--- config.mk ---
export PLATFORM = sky130hd
export DESIGN_NAME = slave_in_port
export DESIGN_NICKNAME = d
export VERILOG_FILES = /design/src/rtl/bus_pkg.sv /design/src/rtl/serial_deserializer.sv /design/src/rtl/slave_in_port.sv
export SDC_FILE = /design/constraint.sdc
export NUM_CORES = 1
export LEC_CHECK = 0
export ABC_AREA = 1
export CAP_MARGIN = 40
export CELL_PAD_IN_SITES_DETAIL_PLACEMENT = 1
export CELL_PAD_IN_SITES_GLOBAL_PLACEMENT = 1
export CORE_MARGIN = 3
export CORE_UTILIZATION = 38
export CTS_CLUSTER_DIAMETER = 50
export DETAILED_ROUTE_END_ITERATION = 7
export GPL_ROUTABILITY_DRIVEN = 0
export HOLD_SLACK_MARGIN = 0.06
export PLACE_DENSITY = 0.92
export REMOVE_ABC_BUFFERS = 1
export SLEW_MARGIN = 40
export SYNTH_ARGS = -nofsm -noshare
export SYNTH_HDL_FRONTEND = slang
export SYNTH_HIERARCHICAL = 1
export SYNTH_SLANG_ARGS = --single-unit
--- constraint.sdc ---
create_clock -name clk -period 4.4 [get_ports clk]
set_clock_uncertainty 0.1 [all_clocks]
set_input_delay 0.44 -clock clk [delete_from_list [all_inputs] [get_ports clk]]
set_output_delay 0.44 -clock clk [all_outputs]
set_load 0.01 [all_outputs]
--- src/rtl/bus_pkg.sv ---
// rtl/bus_pkg.sv - shared serial bus state and mode encodings
package bus_pkg;

    typedef logic [1:0] state_t;
    typedef logic [1:0] mode_t;

    localparam state_t IDLE      = 2'd0;
    localparam state_t RECEIVE   = 2'd1;
    localparam state_t WAIT_CORE = 2'd2;

    localparam mode_t INACTIVE = 2'b00;
    localparam mode_t WRITE    = 2'b10;
    localparam mode_t READ     = 2'b11;

    function automatic int max_len(input int a, input int b);
        return (a > b) ? a : b;
    endfunction

endpackage

--- src/rtl/serial_deserializer.sv ---
// rtl/serial_deserializer.sv - LSB-first shift register, one bit per enabled cycle
module serial_deserializer #(
    parameter int WIDTH = 8
) (
    input  logic             clk,
    input  logic             reset,
    input  logic             shift_en_i,
    input  logic             bit_i,
    output logic [WIDTH-1:0] data_o
);

    logic [WIDTH-1:0] shreg_q, shreg_d;

    // New bits enter at the MSB, so after exactly WIDTH shifts bit 0 sits at position 0.
    always_comb begin
        shreg_d = shreg_q;
        if (shift_en_i) begin
            shreg_d = (shreg_q >> 1) | (WIDTH'(bit_i) << (WIDTH - 1));
        end
    end

    always_ff @(posedge clk) begin
        if (reset) begin
            shreg_q <= '0;
        end else begin
            shreg_q <= shreg_d;
        end
    end

    assign data_o = shreg_q;

endmodule

--- src/rtl/slave_in_port.sv ---
// rtl/slave_in_port.sv - serial frame receiver presenting address/data requests to a slave core
module slave_in_port
    import bus_pkg::*;
#(
    parameter int ADDR_LEN = 12,
    parameter int DATA_LEN = 8
) (
    input  logic                clk,
    input  logic                reset,
    input  logic                master_valid,
    input  logic                write_en,
    input  logic                read_en,
    input  logic                rx_address,
    input  logic                rx_data,
    output logic                slave_ready,
    output logic [ADDR_LEN-1:0] core_addr,
    output logic [DATA_LEN-1:0] core_wdata,
    output logic                core_write,
    output logic                core_read,
    input  logic                core_ack,
    output logic                rx_error
);

    localparam int MAX_LEN = max_len(ADDR_LEN, DATA_LEN);
    localparam int CNT_W   = $clog2(MAX_LEN) + 1;

    localparam logic [CNT_W-1:0] WR_LAST  = CNT_W'(MAX_LEN - 1);
    localparam logic [CNT_W-1:0] RD_LAST  = CNT_W'(ADDR_LEN - 1);
    localparam logic [CNT_W-1:0] ADDR_LIM = CNT_W'(ADDR_LEN);
    localparam logic [CNT_W-1:0] DATA_LIM = CNT_W'(DATA_LEN);

    state_t           state_q, state_d;
    mode_t            mode_q, mode_d;
    logic [CNT_W-1:0] count_q, count_d;
    logic             core_write_q, core_write_d;
    logic             core_read_q, core_read_d;
    logic             rx_error_q, rx_error_d;

    logic             sample;
    logic             sample_write;
    logic [CNT_W-1:0] bit_idx;
    logic             addr_shift;
    logic             data_shift;

    always_comb begin
        state_d      = state_q;
        mode_d       = mode_q;
        count_d      = count_q;
        core_write_d = core_write_q;
        core_read_d  = core_read_q;
        rx_error_d   = 1'b0;
        sample       = 1'b0;
        sample_write = 1'b0;
        bit_idx      = count_q;

        case (state_q)
            IDLE: begin
                if (master_valid) begin
                    if (write_en ^ read_en) begin
                        sample       = 1'b1;
                        sample_write = write_en;
                        bit_idx      = '0;
                        mode_d       = write_en ? WRITE : READ;
                        // A one-bit frame completes on the handshake cycle itself.
                        if ((write_en ? WR_LAST : RD_LAST) == '0) begin
                            state_d      = WAIT_CORE;
                            core_write_d = write_en;
                            core_read_d  = read_en;
                            count_d      = '0;
                        end else begin
                            state_d = RECEIVE;
                            count_d = CNT_W'(1);
                        end
                    end else begin
                        rx_error_d = 1'b1;
                    end
                end
            end
            RECEIVE: begin
                if (!master_valid) begin
                    state_d    = IDLE;
                    mode_d     = INACTIVE;
                    count_d    = '0;
                    rx_error_d = 1'b1;
                end else begin
                    sample       = 1'b1;
                    sample_write = (mode_q == WRITE);
                    if (count_q == ((mode_q == WRITE) ? WR_LAST : RD_LAST)) begin
                        state_d      = WAIT_CORE;
                        core_write_d = (mode_q == WRITE);
                        core_read_d  = (mode_q == READ);
                    end else begin
                        count_d = count_q + CNT_W'(1);
                    end
                end
            end
            WAIT_CORE: begin
                if (core_ack) begin
                    state_d      = IDLE;
                    mode_d       = INACTIVE;
                    count_d      = '0;
                    core_write_d = 1'b0;
                    core_read_d  = 1'b0;
                end
            end
            default: begin
                state_d      = IDLE;
                mode_d       = INACTIVE;
                count_d      = '0;
                core_write_d = 1'b0;
                core_read_d  = 1'b0;
            end
        endcase
    end

    always_ff @(posedge clk) begin
        if (reset) begin
            state_q      <= IDLE;
            mode_q       <= INACTIVE;
            count_q      <= '0;
            core_write_q <= 1'b0;
            core_read_q  <= 1'b0;
            rx_error_q   <= 1'b0;
        end else begin
            state_q      <= state_d;
            mode_q       <= mode_d;
            count_q      <= count_d;
            core_write_q <= core_write_d;
            core_read_q  <= core_read_d;
            rx_error_q   <= rx_error_d;
        end
    end

    // Bits past a field's width are dropped so the shorter field keeps its aligned value.
    assign addr_shift = sample && (bit_idx < ADDR_LIM);
    assign data_shift = sample && sample_write && (bit_idx < DATA_LIM);

    serial_deserializer #(.WIDTH(ADDR_LEN)) u_addr_deser (
        .clk        (clk),
        .reset      (reset),
        .shift_en_i (addr_shift),
        .bit_i      (rx_address),
        .data_o     (core_addr)
    );

    serial_deserializer #(.WIDTH(DATA_LEN)) u_data_deser (
        .clk        (clk),
        .reset      (reset),
        .shift_en_i (data_shift),
        .bit_i      (rx_data),
        .data_o     (core_wdata)
    );

    assign slave_ready = (state_q == IDLE);
    assign core_write  = core_write_q;
    assign core_read   = core_read_q;
    assign rx_error    = rx_error_q;

endmodule
; After elaboration in Yosys (flattened, before gate mapping)
; Index checks and enable logic that the tools add are counted.
[word_totals]
mem_bits_ro = 0
wordCells = 75
ram_bits = 0
latch_bits = 0
ff_bits = 32
mem_count = 0
[classes]
div_mod_pow = 0
addsub = 1
shift = 0
magnitude_cmp = 2
mul = 0
n_eq_ne = 13
bitwise_logic = 4
n_reduce_logical = 8
muxes = 39
[op_table]
columns = operator, n
row1 = 2-to-1 mux 5 bit, 8
row2 = 2-to-1 mux 2 bit, 8
row3 = AND reduction 4 bit, 4
row4 = 2-to-1 mux 1 bit, 15
row5 = case mux 5 bit (3 select lines), 1
row6 = OR 11 x 12 -> 12 bit, 1
row7 = case mux 2 bit (3 select lines), 2
row8 = "< comparator 5 x 4 -> 1 bit, second input constant", 2
row9 = "!= test 2 bit, second input constant", 5
row10 = OR 7 x 8 -> 8 bit, 1
row11 = "equality test 2 bit, second input constant", 3
row12 = "!= test 3 bit, second input constant", 2
row13 = case mux 1 bit (2 select lines), 3
row14 = case mux 1 bit (3 select lines), 2
row15 = "adder 5 x 1 -> 5 bit, second input constant", 1
row16 = "equality test 5 x 4 -> 1 bit, second input constant", 1
row17 = logical AND 1 bit, 3
row18 = "equality test 2 x 1 -> 1 bit, second input constant", 1
row19 = zero test 2 bit, 1
row20 = "!= test 2 x 1 -> 1 bit, second input constant", 1
row21 = NOT 1 bit, 1
row22 = bitwise XOR 1 bit, 1

; Logic depth before layout (Yosys ltp)
; Gate-level depths: netlist of the first run.
[depth]
word_depth = 6
mapped_depth = 12
depth_no_buf = 10

; Cells and area by module
; Netlist of the first run, hierarchy kept.
[modules_own_cells]
columns = mod, area_each_um2, n_inst, seq_area_each_um2, cells_each
row1 = slave_in_port, 723.2, 1, 240.2, 99
row2 = serial_deserializer at u_addr_deser, 496.7, 1, 240.2, 76
row3 = serial_deserializer at u_data_deser, 341.6, 1, 160.2, 51

; Least setup slack after synthesis of the first run
; Ideal clock, no wire load.
[synth_path]
kind = input-to-reg
from = input port read_en
to = register u_data_deser.shreg_q[3], in the netlist u_data_deser/data_o[3]
cell_stages = 12
setup_slack_ps = 2568
arrival_time_ps = 1618
required_time_ps = 4186
path_cell_list = inv_1 -> ha_1 -> inv_1 -> nand3_2 -> o21ai_1 -> nand2_1 -> a21oi_1 -> buf_6 -> buf_6 -> nand2_1 -> nand2_1 -> nor2_2
[synth_between]
elab_chain_len = 6
word_cells_on_any_way = 13
classes_between = order compare (1) / mux (9) / bitwise (1) / reduce/logical (2)
[synth_rtl]
columns = element, line
row1 = start: declaration, slave_in_port.sv:12  ; input logic read_en,
row2 = bitwise XOR 1 bit *, slave_in_port.sv:59  ; if (write_en ^ read_en) begin
row3 = 2-to-1 mux 5 bit / 2-to-1 mux 1 bit (equally long branches), slave_in_port.sv:59
row4 = 2-to-1 mux 5 bit / 2-to-1 mux 1 bit (equally long branches), slave_in_port.sv:58  ; if (master_valid) begin
row5 = 2-to-1 mux 5 bit / case mux 1 bit (2 select lines) (equally long branches), slave_in_port.sv:56  ; case (state_q)
row6 = < comparator 5 x 4 -> 1 bit / logical AND 1 bit (equally long branches), slave_in_port.sv:136  ; assign data_shift = sample && sample_write && (bit_idx < DATA_LIM);
row7 = logical AND 1 bit *, slave_in_port.sv:136
row8 = net data_shift, slave_in_port.sv:43  ; logic data_shift;
row9 = end signal: assignment, serial_deserializer.sv:26  ; shreg_q <= shreg_d;
row10 = end: declaration, serial_deserializer.sv:12  ; logic [WIDTH-1:0] shreg_q, shreg_d;
; The timed path passes the listed nets; every way through them passes the cells marked *.
; A chain may end at the register's enable or synchronous reset.

; Worst setup path after layout of the first run
[layout_path]
from = input port read_en
to = register u_addr_deser.shreg_q[8], in the netlist u_addr_deser/data_o[8]
[layout_between]
elab_chain_len = 6
word_cells_on_any_way = 9
classes_between = order compare (1) / mux (6) / bitwise (1) / reduce/logical (1)
[layout_rtl]
columns = element, line
row1 = bitwise XOR 1 bit *, slave_in_port.sv:59
row2 = 2-to-1 mux 5 bit, slave_in_port.sv:59
row3 = 2-to-1 mux 5 bit, slave_in_port.sv:58
row4 = 2-to-1 mux 5 bit, slave_in_port.sv:56
row5 = < comparator 5 x 4 -> 1 bit, slave_in_port.sv:135  ; assign addr_shift = sample && (bit_idx < ADDR_LIM);
row6 = logical AND 1 bit *, slave_in_port.sv:135
row7 = net addr_shift, slave_in_port.sv:42  ; logic addr_shift;
row8 = end signal: assignment, serial_deserializer.sv:26
row9 = end: declaration, serial_deserializer.sv:12
; Marks and branches as above.

==> results of run 1 <==
[state kept, by name (all words and copies together), names as in the netlist]
signal and cells:
core_read 1, core_write 1, count_q 5, mode_q 2, rx_error 1, state_q 2
u_addr_deser/data_o 12, u_data_deser/data_o 8
[power groups by stage]
| stage | clock network (uW) | logic [uW] | registers [uW] |
|---|---|---|---|
| after detailed placement | 0 | 140 | 333 |
| final | 233 | 139 | 327 |
| after floorplan | 0 | 70.8 | 338 |
| after global placement | 0 | 134 | 332 |
| after CTS | 239 | 142 | 327 |
| after global routing | 257 | 157 | 330 |
[synth_stat cells, drive strengths merged]
| cell | number | area (um^2) |
|---|---|---|
| a21oi | 13 | 72.6 |
| and2 | 1 | 8.76 |
| buf | 6 | 55.1 |
| clkbuf | 1 | 3.75 |
| dfxtp | 32 | 641 |
| ha | 2 | 25.0 |
| inv | 34 | 128 |
| nand2 | 62 | 245 |
| nand3 | 17 | 118 |
| nand3b | 1 | 7.51 |
| nand4 | 2 | 12.5 |
| nor2 | 49 | 206 |
| o21a | 1 | 7.51 |
| o21ai | 2 | 10.0 |
| o22ai | 1 | 6.26 |
| or2 | 1 | 6.26 |
| xnor2 | 1 | 8.76 |
[worst max-delay path, delay by kind of cell]
kind,cells,cell delay (ns)
adder cells (fa/ha/maj),1,0.28
buffers and inverters,3,0.59
AND/OR/NAND/NOR,4,0.41
AO/OA/AOI/OAI,2,0.79
[cell type report]
type	instances	share of cell area
Inverter	34	0.0649
Tap cell	48	0.0305
Multi-Input combinational cell	153	0.375
Timing Repair Buffer	31	0.158
Clock buffer	8	0.0458
Sequential cell	32	0.326
[kinds of logic (layout without fill, tap and decap cells)]
family | after synthesis | in the layout | share of synthesized area
DFF | 32 | 32 | 0.410
and+or+nand+nor | 133 | 133 | 0.387
AOI/OAI and AO/OA | 17 | 17 | 0.0617
xor gates and xnor gates | 1 | 1 | 0.00561
adders and majority gates | 2 | 2 | 0.0160
buffers and inverters | 41 | 73 | 0.119
[per-layer routing]
layer	routed length, um	part of all wire
met5	0	0
met4	64	0.017
met3	172	0.044
met2	1900	0.49
met1	1740	0.45
[metrics by stage]
step / total power, uW / std cells / setup slack (ns)
3_5_place_dp: 473 / 298 / 1.65
3_3_place_gp: 465 / 298 / 1.55
4_1_cts: 708 / 306 / 1.93
5_1_grt: 744 / 306 / 1.76
6_report: 699 / 306 / 1.96
2_1_floorplan: 409 / 219 / 2.24
[worst max path at each step]
stage	startpoint	endpoint	slack [ns]
3_5_place_dp	read_en	u_addr_deser/data_o[0]	1.65
4_1_cts	read_en	u_addr_deser/data_o[8]	1.93
3_3_place_gp	read_en	u_data_deser/data_o[5]	1.55
2_1_floorplan	read_en	u_data_deser/data_o[5]	2.24
5_1_grt	write_en	u_addr_deser/data_o[8]	1.76
6_report	read_en	u_addr_deser/data_o[8]	1.96
==> run_results.csv, run 1 <==
group,metric,value,unit
status,outcome,"complete, no violations",
critical_path,r2r-end,"u_addr_deser/data_o[8]",
cts,cts_tree,"built",
global_routing,grt_pass1_vias,1515,
cts,htree_levels,2,
global_routing,track_usage,0.170,
layout,final_cell_mix,"nand2_1, nor2_1, inv_1, dfxtp_1, clkdlybuf4s50_1",
floorplanning,start_util,0.411,
critical_path,crit_type,"input pin to flop",
flow_run,timing.max_cap.violations,0,
layout,seq_area,641,um^2
yosys,syn_inst,226,
cts,clkSlewWorstSetupHoldPaths,0.07,ns
place,postPlaceCellArea,1880,um^2
drt,wl_per_cell,12.6,um
yosys,postSynthAreaPerCell,6.91,um^2
power_and_ir_drop,combPwrFrac,0.199,
drt,via_per_inst,4.75,
timing,drv_slew,0,
timing,fin_crit_sh,0.554,
drt,first_iter_violations,82,
power_and_ir_drop,p_switching,197,uW
critical_path,crit_chain,"clkdlybuf4s50_1 -> inv_1 -> ha_1 -> inv_1 -> nand3_2 -> o21ai_1 -> o21a_1 -> nand2_1 -> nand2_1 -> nor2_1",
drt,firstDrtPassIters,4,
floorplanning,coreArea,3800,um^2
timing,rsz0062_at_grt,"false",
yosys,synth_seq_area_share,0.410,
timing,whs,0.381,ns
power_and_ir_drop,p_int,502,uW
layout,nets,267,
cts,post_cts_buffers,0,
global_routing,grtUsageMet2,0.285,
cts,clockBufferDepth,2,
place,io_buffers,31,
global_routing,antenna_found_initial,0,
critical_path,crit_slowest_cell,"o21a_1",
power_and_ir_drop,ir_drop,200,uV
layout,area_delta_synth_final,26.0,%
critical_path,reg2reg_slack,2.35,ns
yosys,synth_cell_types,27,
global_routing,grtUsageMet1,0.200,
cts,cts.repair.resized,0,
floorplanning,fp.dieH,70.1,um
global_routing,gr-usage-met3,0.0633,
layout,final_area,1970,um^2
global_routing,grt_pass1_wl,6790,um
place,dpl.hpwl,2830,um
layout,multi_input_area,738,um^2
layout,antenna_cells,0,
critical_path,worst-path-max-fanout,24,
worst_hold_path,hold_class,"flop to flop",
worst_hold_path,hold_path_startpoint,"u_data_deser/data_o[0]",
critical_path,critical_path_arrival,2.51,ns
global_routing,gr-max-usage-layer,"met2",
floorplanning,die_area,4910,um^2
critical_path,max_stage_delay,0.64,ns
worst_hold_path,worstHoldPathCells,2,
timing,hold_viol_final,0,
power_and_ir_drop,p_clk_frac,0.333,
floorplanning,row_count,22,
floorplanning,fp.dieW,70.1,um
drt,vias,1453,
cts,clock_latency,0.28,ns
cts,cts_sinks,32,
layout,fillCellCount,513,
cts,cts.root.buffer_cell,"clkbuf_8",
global_routing,grt_max_degree,25,
timing,setup_violations,0,
critical_path,reg2regPathDepth,7,
critical_path,startpoint_type,"input pin",
cts,numCtsBuffers,5,
drt,ant_nets,0,
timing,period_minus_slack,2.44,ns
power_and_ir_drop,power_leakage,0.000815,uW
yosys,netlist_area,1560,um^2
critical_path,worst_setup_path_end_kind,"flop",
layout,final_common_cell,"nand2_1",
power_and_ir_drop,seqPwrFrac,0.467,
timing,fin_tns_setup,0,ns
timing,max_freq,410,MHz
power_and_ir_drop,switching_share,0.282,
yosys,ys_seq_elements,32,
timing,worstMarginPinSlew,0.765,ns
timing,slew_headroom,0.490,
yosys,yosys_warnings,6,
layout,drive_gt1_frac,0.101,
power_and_ir_drop,power_density,355,nW/um^2
worst_hold_path,min_to,"u_data_deser/data_o[0]",
critical_path,cp_data_required_time,4.47,ns
layout,utilization,0.518,
drt,finalWirelength,3870,um
cts,ctsHoldBuffers,0,
floorplanning,ios,32,
drt,post-route-drc-count,0,
critical_path,r2r-start,"state_q[1]",
global_routing,grt-ovfl-total,0,
No activity file was read; power rests on OpenSTA's default activity.
==> inputs of run 2 (changes only) <==
CORE_UTILIZATION = 35   (was 38)
PLACE_DENSITY = 0.86   (was 0.92)
clock period = 2.3 ns   (was 4.4 ns; I/O delays follow)
==> run 2 against run 1 <==
Compared with the run above:
- final area up 2.0%
- setup slack got worse by 1.6 ns
- clock power is 100% higher
- wire length shrank 8.4%
- sequential cell count unchanged
- final cell count is 1.3% higher
- count of clock-buffer cells in the layout decreased by 1
- sequential power is 91% higher
- core utilization shrank 3.3 points
- register-to-register slack got worse by 1.8 ns
- largest cell class unchanged
==> run_results.csv, run 2 (synthesis gave the netlist of run 1 again) <==
group,metric,value,unit
critical_path,crit_slowest_cell,"clkdlybuf4s50_1",
layout,drive_gt1_frac,0.112,
drt,finalWirelength,3550,um
timing,fin_tns_setup,0,ns
global_routing,grt_max_degree,25,
global_routing,track_usage,0.147,
layout,final_common_cell,"nand2_1",
layout,area_delta_synth_final,28.5,%
global_routing,antenna_found_initial,0,
timing,max_freq,528,MHz
floorplanning,row_count,23,
worst_hold_path,hold_class,"flop to flop",
timing,fin_crit_sh,0.824,
critical_path,cp_data_required_time,2.38,ns
timing,drv_slew,0,
place,dpl.hpwl,2540,um
worst_hold_path,worstHoldPathCells,2,
critical_path,worst-path-max-fanout,16,
critical_path,r2r-start,"state_q[1]",
layout,antenna_cells,0,
critical_path,r2r-end,"u_data_deser/data_o[3]",
drt,vias,1439,
status,outcome,"complete, no violations",
layout,nets,270,
power_and_ir_drop,ir_drop,341,uV
critical_path,startpoint_type,"input pin",
timing,worstMarginPinSlew,0.365,ns
timing,slew_headroom,0.756,
critical_path,crit_chain,"clkdlybuf4s50_1 -> ha_1 -> inv_1 -> nand3_2 -> o21ai_1 -> nand2_1 -> a21oi_1 -> buf_4 -> nand2_1 -> nand2_1 -> nor2_2",
layout,fin_cells,310,
timing,setup_violations,0,
timing,period_minus_slack,1.90,ns
critical_path,reg2reg_slack,0.59,ns
power_and_ir_drop,power_leakage,0.000839,uW
timing,rsz0062_at_grt,"false",
place,io_buffers,31,
drt,first_iter_violations,33,
floorplanning,start_util,0.377,
floorplanning,ios,32,
layout,multi_input_area,734,um^2
layout,final_cell_mix,"nand2_1, nor2_1, inv_1, dfxtp_1, clkdlybuf4s50_1",
critical_path,max_stage_delay,0.45,ns
critical_path,critical_path_arrival,1.97,ns
timing,setup_ws,0.405,ns
cts,cts.repair.resized,0,
worst_hold_path,min_to,"core_write",
cts,clockBufferDepth,2,
global_routing,grt-ovfl-total,0,
power_and_ir_drop,power_density,679,nW/um^2
cts,post_cts_buffers,0,
critical_path,crit_type,"input pin to flop",
worst_hold_path,hold_path_startpoint,"core_write",
drt,post-route-drc-count,0,
layout,seq_area,641,um^2
layout,largest_register_ffs,12,
cts,numCtsBuffers,5,
cts,cts_tree,"built",
floorplanning,fp.dieH,72.8,um
cts,ctsHoldBuffers,0,
place,dp_slack,0.127,ns
global_routing,grt_pass1_vias,1398,
layout,utilization,0.484,
drt,firstDrtPassIters,4,
drt,via_per_inst,4.64,
layout,fillCellCount,555,
critical_path,path_common_cell,"nand2_1",
drt,ant_nets,0,
cts,htree_levels,2,
cts,cts.root.buffer_cell,"clkbuf_8",
critical_path,worst_setup_path_end_kind,"flop",
cts,clkSlewWorstSetupHoldPaths,0.06,ns
place,dp_cells,303,
drt,wl_per_cell,11.4,um
flow_run,timing.max_cap.violations,0,
floorplanning,coreArea,4140,um^2
floorplanning,fp.dieW,72.8,um
critical_path,reg2regPathDepth,9,
timing,hold_viol_final,0,
global_routing,grt_pass1_wl,6120,um
cts,cts_sinks,32,
floorplanning,die_area,5300,um^2
cts,clock_latency,0.28,ns
run 2: worst max-delay path by stage:
stage / from / endpoint
floorplan: state_q[1] / u_data_deser/data_o[5]
detailed placement: read_en / u_data_deser/data_o[5]
finish: write_en / u_data_deser/data_o[3]
global placement: read_en / u_data_deser/data_o[5]
global route: write_en / u_data_deser/data_o[3]
CTS: read_en / u_data_deser/data_o[3]
run 2: layout make-up:
class                   count  area share
flip-flops and latches     32       0.319
well taps                  50      0.0312
inverters                  34      0.0636
clock buffers               7      0.0480
multi-input cells         153       0.366
repair buffers             34       0.172
run 2: metal layers:
metal	track usage	vias to the layer above	wire length, um
met5	0	-	0
met4	0.0656	0	72
met3	0.0496	10	156
met2	0.231	28	1570
met1	0.182	651	1750
li1	-	750	-
run 2: worst max-delay path: cells and delay by family:
family	cells	cell delay, ns
compound gates	2	0.26
simple gates	5	0.38
fa+ha+maj	1	0.33
buf+inv	3	0.76
run 2: where the power goes:
group,switching (uW),internal [uW]
Clock,198,266
Sequential,29.9,594
Combinational,144,131
Total,372,991
run 2: per-stage QoR:
stage                     cell area [um^2]  hold slack (ns)  total power [uW]
after floorplan                       1500            0.192               782
after global placement                1910            0.363               902
after detailed placement              1910            0.375               911
after CTS                             2010            0.387              1380
after global routing                  2010            0.401              1440
final                                 2010            0.380              1360
